<file path="src/rtl/if_fetch_buffer.sv">
// Fetch response buffer: DEPTH-entry FIFO of {rdata, err, addr} between the instruction memory and decode.
// Latency: one cycle from accepted push to out_*. With IF_FETCH_BUFFER_BYPASS_EN, an empty buffer passes the response through combinationally.
// Backpressure: in_ready_o drops only when full and is independent of out_ready_i; out_* hold stable while stalled.
module if_fetch_buffer #(
  parameter int unsigned DATA_W = 32,
  parameter int unsigned ADDR_W = 32,
  parameter int unsigned DEPTH  = 4
) (
  input  logic                       clk_i,
  input  logic                       rst_ni,
  input  logic                       flush_i,
  input  logic                       in_valid_i,
  output logic                       in_ready_o,
  input  logic [DATA_W-1:0]          in_rdata_i,
  input  logic                       in_err_i,
  input  logic [ADDR_W-1:0]          in_addr_i,
  output logic                       out_valid_o,
  input  logic                       out_ready_i,
  output logic [DATA_W-1:0]          out_rdata_o,
  output logic                       out_err_o,
  output logic [ADDR_W-1:0]          out_addr_o,
  output logic [$clog2(DEPTH+1)-1:0] count_o,
  output logic                       err_seen_o
);

  localparam int unsigned PTR_W = (DEPTH > 1) ? $clog2(DEPTH) : 1;
  localparam int unsigned CNT_W = $clog2(DEPTH + 1);

  // Pointer wrap relies on DEPTH being a power of two; catch bad configurations at elaboration.
  generate
    if ((DEPTH < 2) || ((DEPTH & (DEPTH - 1)) != 0)) begin : g_bad_depth
      $error("if_fetch_buffer: DEPTH must be a power of two and at least 2");
    end
  endgenerate

  logic [PTR_W-1:0]  wr_ptr_q, wr_ptr_d;
  logic [PTR_W-1:0]  rd_ptr_q, rd_ptr_d;
  logic [CNT_W-1:0]  count_q, count_d;
  logic              err_seen_q, err_seen_d;

  logic [DATA_W-1:0] mem_rdata_q [DEPTH];
  logic              mem_err_q   [DEPTH];
  logic [ADDR_W-1:0] mem_addr_q  [DEPTH];

  logic              stored_vld;
  logic              push_acc;
  logic              pop_acc;
  logic              wr_en;
  logic              rd_adv;

  // Handshake, output mux and next-state; flush overrides any push/pop in the same cycle.
  always_comb begin
    stored_vld  = (count_q != '0);
    in_ready_o  = (count_q != CNT_W'(DEPTH));

    out_valid_o = stored_vld;
    out_rdata_o = '0;
    out_err_o   = 1'b0;
    out_addr_o  = '0;
    if (stored_vld) begin
      out_rdata_o = mem_rdata_q[rd_ptr_q];
      out_err_o   = mem_err_q[rd_ptr_q];
      out_addr_o  = mem_addr_q[rd_ptr_q];
    end
`ifdef IF_FETCH_BUFFER_BYPASS_EN
    // Empty buffer: present the incoming response directly.
    if (!stored_vld && in_valid_i && !flush_i) begin
      out_valid_o = 1'b1;
      out_rdata_o = in_rdata_i;
      out_err_o   = in_err_i;
      out_addr_o  = in_addr_i;
    end
`endif

    push_acc = in_valid_i & in_ready_o;
    pop_acc  = out_valid_o & out_ready_i;
    wr_en    = push_acc;
    rd_adv   = pop_acc;
`ifdef IF_FETCH_BUFFER_BYPASS_EN
    // A bypassed response that is consumed right away never touches storage.
    if (!stored_vld) begin
      wr_en  = push_acc & ~out_ready_i;
      rd_adv = 1'b0;
    end
`endif
    if (flush_i) begin
      wr_en  = 1'b0;
      rd_adv = 1'b0;
    end

    wr_ptr_d   = wr_ptr_q + PTR_W'(wr_en);
    rd_ptr_d   = rd_ptr_q + PTR_W'(rd_adv);
    count_d    = count_q + CNT_W'(wr_en) - CNT_W'(rd_adv);
    err_seen_d = err_seen_q | (pop_acc & out_err_o);
    if (flush_i) begin
      wr_ptr_d   = '0;
      rd_ptr_d   = '0;
      count_d    = '0;
      err_seen_d = 1'b0;
    end
  end

  // Control state with synchronous active-low reset.
  always_ff @(posedge clk_i) begin
    if (!rst_ni) begin
      wr_ptr_q   <= '0;
      rd_ptr_q   <= '0;
      count_q    <= '0;
      err_seen_q <= 1'b0;
    end else begin
      wr_ptr_q   <= wr_ptr_d;
      rd_ptr_q   <= rd_ptr_d;
      count_q    <= count_d;
      err_seen_q <= err_seen_d;
    end
  end

  // Entry storage, written only on accepted pushes and never reset.
  always_ff @(posedge clk_i) begin
    if (rst_ni && wr_en) begin
      mem_rdata_q[wr_ptr_q] <= in_rdata_i;
      mem_err_q[wr_ptr_q]   <= in_err_i;
      mem_addr_q[wr_ptr_q]  <= in_addr_i;
    end
  end

  assign count_o    = count_q;
  assign err_seen_o = err_seen_q;

endmodule

</file>
<file path="config.mk">
export PLATFORM = sky130hd
export DESIGN_NAME = if_fetch_buffer
export DESIGN_NICKNAME = d
export VERILOG_FILES = /design/src/rtl/if_fetch_buffer.sv
export SDC_FILE = /design/constraint.sdc
export NUM_CORES = 1
export LEC_CHECK = 0
export ABC_AREA = 1
export BUFFER_PORTS_ARGS = -buffer_cell sky130_fd_sc_hd__clkbuf_2
export CAP_MARGIN = 10
export CORE_ASPECT_RATIO = 1.4
export CORE_UTILIZATION = 34
export DETAILED_ROUTE_END_ITERATION = 7
export REMOVE_ABC_BUFFERS = 1
export SETUP_SLACK_MARGIN = 0.05
export SLEW_MARGIN = 20
export SYNTH_ARGS = -nofsm -noshare
export SYNTH_HDL_FRONTEND = slang
export SYNTH_SLANG_ARGS = --single-unit
</file>
<file path="constraint.sdc">
create_clock -name clk_i -period 13.33 [get_ports clk_i]
set_clock_uncertainty 0.2 [all_clocks]
set_input_delay 2.666 -clock clk_i [delete_from_list [all_inputs] [get_ports clk_i]]
set_output_delay 2.666 -clock clk_i [all_outputs]
set_load 0.005 [all_outputs]
</file>
**Word-level counts from Yosys, hierarchy flattened**

Memory sizes are Yosys's and may differ from the RTL's. A register that Yosys moved wholly into a read port is not among the register bits.
Index checks and enable logic that the tools add are counted.

- Register bits: 8
- Bits in writable memories: 260
- Memories: 3
- Input bits: 70
- Output and inout port bits: 71

Memory list:

| name | words | bits a word | rd ports | clocked after memory_dff | write ports | RTL line | RTL |
|---|---|---|---|---|---|---|---|
| mem_addr_q | 4 | 32 | 1 | 1 | 1 | 43 | `logic [ADDR_W-1:0] mem_addr_q [DEPTH];` |
| mem_rdata_q | 4 | 32 | 1 | 1 | 1 | 41 | `logic [DATA_W-1:0] mem_rdata_q [DEPTH];` |
| mem_err_q | 4 | 1 | 1 | 1 | 1 | 42 | `logic mem_err_q [DEPTH];` |

- Bitwise gates (word level): 5
- Multiplexer cells: 10
- $add $sub $neg: 4
- Reduce and logical (&&, ||, !) cells: 3
- Eq/ne operators: 1

Operators with widths:

| operator | number |
|---|---|
| 32-bit 2-to-1 mux | 2 |
| 2-bit 2-to-1 mux | 3 |
| 1-bit 2-to-1 mux | 5 |
| 2-bit by 1-bit adder with 2-bit output | 2 |
| 3-bit by 1-bit adder with 3-bit output | 1 |
| 1-bit AND | 3 |
| 3-bit != test, second input constant | 1 |
| 3-bit nonzero test | 1 |
| 3-bit by 1-bit subtractor with 3-bit output | 1 |
| 2-bit OR reduction | 1 |
| 1-bit logical AND | 1 |
| 1-bit inverter | 1 |
| 1-bit OR | 1 |

**Logic depth before layout (Yosys ltp)**

- Depth after elaboration: 6
- Mapped depth: 9

**Least setup slack after synthesis**

Ideal clock, no wire load.

- Kind: input to register
- Start point: input port in_valid_i
- End point: memory mem_addr_q[0][0], enable pin
- Arrival: 7394 ps
- Stages: 4
- Data required time: 12562 ps
- Library setup time: 568 ps
- Setup slack: 5168 ps
- Cell sequence: nand2_1 -> nor2_2 -> nand2_1 -> nor3_1

- Word-level cells in the longest chain between the ends: 5

Ends and longest elaborated chain:

| element | RTL line | RTL |
|---|---|---|
| from (decl) | 12 | `input logic in_valid_i,` |
| 1-bit AND | 75 | `push_acc = in_valid_i & in_ready_o;` |
| 1-bit 2-to-1 mux | 86 | `if (flush_i) begin` |
| 1-bit logical AND | 120 | `if (rst_ni && wr_en) begin` |
| 1-bit 2-to-1 mux | 120 |  |
| 1-bit 2-to-1 mux (not written as such) | 123 | `mem_addr_q[wr_ptr_q] <= in_addr_i;` |
| to (decl) | 43 |  |

Every way passes these cells.

==> impl_metrics.py <==
metrics = {
    "timing": {
        "setup_viol": 0,
        "rsz0062_at_grt": "no",
        "hold_violations": 0,
        "fmax_ghz": 0.1723,
        "slew_headroom": 0.2944,
        "tns_ps": 0,
        "holdWs_ps": 252.3,
        "finalCritPeriodShare": 0.4354,
        "tightest_slew_ps": 1058,
        "maxSlewViolCount": 0,
        "period_minus_slack_ps": 5804,
    },
    "clock_tree": {
        "root_buffer": "clkbuf_16",
        "post_cts_buffers": 0,
        "insertion_delay_ps": 520,
        "cts_tree": "built",
        "cts_hold_buf": 0,
        "clkSlewWorstSetupHoldPaths_ps": 60,
        "cts_sinks": 268,
        "cts_buffer_depth": 3,
        "cts_resized": 0,
        "cts_buffers": 27,
        "cts_max_level": 1,
    },
    "flow_run": {
        "maxCapViolCount": 0,
    },
    "layout": {
        "fin_util": 0.4086,
        "area_growth_pct": 17.35,
        "fin_cells": 1359,
        "final_cell_mix": "nor2_1, edfxtp_1, clkbuf_2, o21ai_0, a21oi_1",
        "final_area_sq_um": 12310,
        "nNetsFinal": 1028,
        "drive_above_1_share": 0.2084,
        "antenna_cells": 0,
        "final_common_cell": "nor2_1",
    },
    "worst_setup_path": {
        "start_kind": "register",
        "crit_chain": "inv_4 -> buf_4 -> o21ai_0 -> a21oi_1 -> clkbuf_2",
        "crit_type": "reg2out",
        "critical_path.top_delay_family": "buffers and inverters",
        "cp_max_fo": 69,
        "crit_buf_inv": 3,
        "cp.arrival_ps": 2940,
        "worst_path_max_delay_cell": "buf_4",
        "cp-end-kind": "primary output",
        "required_ps": 10460,
        "slowest_delay_ps": 670,
    },
    "grt": {
        "first_global_vias": 6324,
        "grt-busiest-layer": "met2",
        "overflow": 0,
        "globalRouteMet3Util": 0.02261,
        "grtUsageMet1": 0.1657,
        "grt_max_degree": 71,
        "grt_pass1_wl_microns": 34400,
        "grt_usage": 0.1432,
        "met2_usage": 0.2616,
        "antenna_found_initial": 0,
    },
    "detailed_routing": {
        "num_vias": 6584,
        "vias_per_cell": 4.845,
        "first_pass_iters": 5,
        "wl_microns": 22580,
        "first_iter_violations": 303,
        "post_drt_wl_per_cell_microns": 16.61,
        "ant_nets": 0,
        "route.detailed.drc": 0,
    },
    "yosys": {
        "yosysWarnings": 0,
        "synth_async_sr_flop_share": 0,
        "synth_cell_type_count": 27,
        "syn_area_sq_um": 10490,
        "synth_edf_count": 260,
        "avgSynthCellArea_sq_um": 12.70,
        "synth-main-ff-cell": "edfxtp_1",
        "synthCells": 826,
        "seq_area_frac_synth": 0.7596,
        "ys_seq_elements": 268,
    },
    "place": {
        "place_area_sq_um": 11490,
        "routabilityCongestion": 0.6950,
        "dp.cells": 1311,
        "port_buffers": 140,
        "place_hpwl_microns": 11980,
    },
    "power_and_ir_drop": {
        "p_leak_nw": 4.394,
        "sw_frac_of_total": 0.2017,
        "p_clk_frac": 0.411,
        "power.density_nw_per_um2": 136.9,
        "p_int_mw": 1.345,
        "switching_power_uw": 339.9,
        "seqPwrFrac": 0.555,
        "pwr-share-comb": 0.034,
        "ir_drop_mv": 0.08948,
    },
    "floorplanning": {
        "rows": 75,
        "io_pins": 141,
        "fp.dieW_microns": 150.4,
        "initial_core_util": 0.3482,
        "fp.dieH_microns": 209.8,
        "dieArea_sq_um": 31570,
        "core_sq_um": 30120,
    },
    "status": {
        "status": "finished clean",
    },
    "worst_hold_path": {
        "hold_path_class": "reg2reg",
    },
}
cells by family (layout without fill, tap and decap cells):
| logic type | Yosys count | in the layout | synth area share |
|---|---|---|---|
| simple gates | 288 | 288 | 0.1064 |
| flops | 268 | 268 | 0.7596 |
| compound gates | 196 | 196 | 0.09376 |
| buf+inv | 68 | 216 | 0.03340 |
| fa+ha+maj | 3 | 3 | 0.004294 |
| xor+xnor | 3 | 3 | 0.002506 |
worst min-delay path: cells and delay by family, from the launching register on:
kind | cells | cell delay [ps]
compound gates | 1 | 50
buf+inv | 1 | 50
flops | 1 | 310
metal layers:
layer	routed length (microns)	up-vias	share of wire
li1	-	3169	-
met1	9004	3226	0.40
met2	11920	150	0.53
met3	1044	39	0.046
met4	609	0	0.027
met5	0	-	0
power by group through the flow:
stage	Clock (mW)	Sequential [mW]	Combinational [mW]
after floorplan	0	0.954	0.0223
after global placement	0	0.953	0.0570
after detailed placement	0	0.953	0.0583
after CTS	0.714	0.935	0.0585
after global routing	0.744	0.935	0.0645
final	0.693	0.935	0.0571
final timing paths:
path,start,to,slack (ps),depth (start not counted)
max,rd_ptr_q[0]$_SDFF_PP0_,out_addr_o[16],7530,5
min,err_seen_o$_SDFF_PP0_,err_seen_o$_SDFF_PP0_,250,2
max reg2reg,count_o[0]$_SDFF_PP0_,mem_addr_q[3][16]$_DFFE_PP_,10590,8
min reg2reg,err_seen_o$_SDFF_PP0_,err_seen_o$_SDFF_PP0_,250,2
metrics by stage:
stage | worst slack [ps] | total power, mW
finish | 7526 | 1.685
global route | 7260 | 1.744
CTS | 7416 | 1.707
detailed placement | 7998 | 1.011
global placement | 8063 | 1.010
floorplan | 5168 | 0.9766
synth_stat cells, types with 7 or more instances:
cell / instances / area (sq um)
buf_4: 10 / 75.07
nand2_1: 11 / 41.29
inv_1: 14 / 52.55
edfxtp_1: 260 / 7807
nor2_1: 262 / 983.4
o21ai_0: 75 / 375.4
buf_2: 21 / 105.1
a21oi_1: 67 / 335.3
clkbuf_1: 8 / 30.03
clkbuf_2: 7 / 35.03
o21ai_1: 53 / 265.3
dfxtp_1: 8 / 160.2
area by class of cell:
class | count | area, sq um
clock buffer | 35 | 745.7
multi-input combinational | 490 | 2191
fill | 2819 | 17810
clock inverter | 13 | 71.32
sequential | 268 | 7973
tap | 385 | 481.7
inverter | 18 | 70.07
timing repair buffer | 150 | 775.7
sequential cells by signal, indices dropped and copies added (netlist names):
signal and count:
mem_addr_q 128, count_o 3, rd_ptr_q 2, mem_err_q 4
err_seen_o 1, wr_ptr_q 2, mem_rdata_q 128
(Power assumes the default switching activity.)
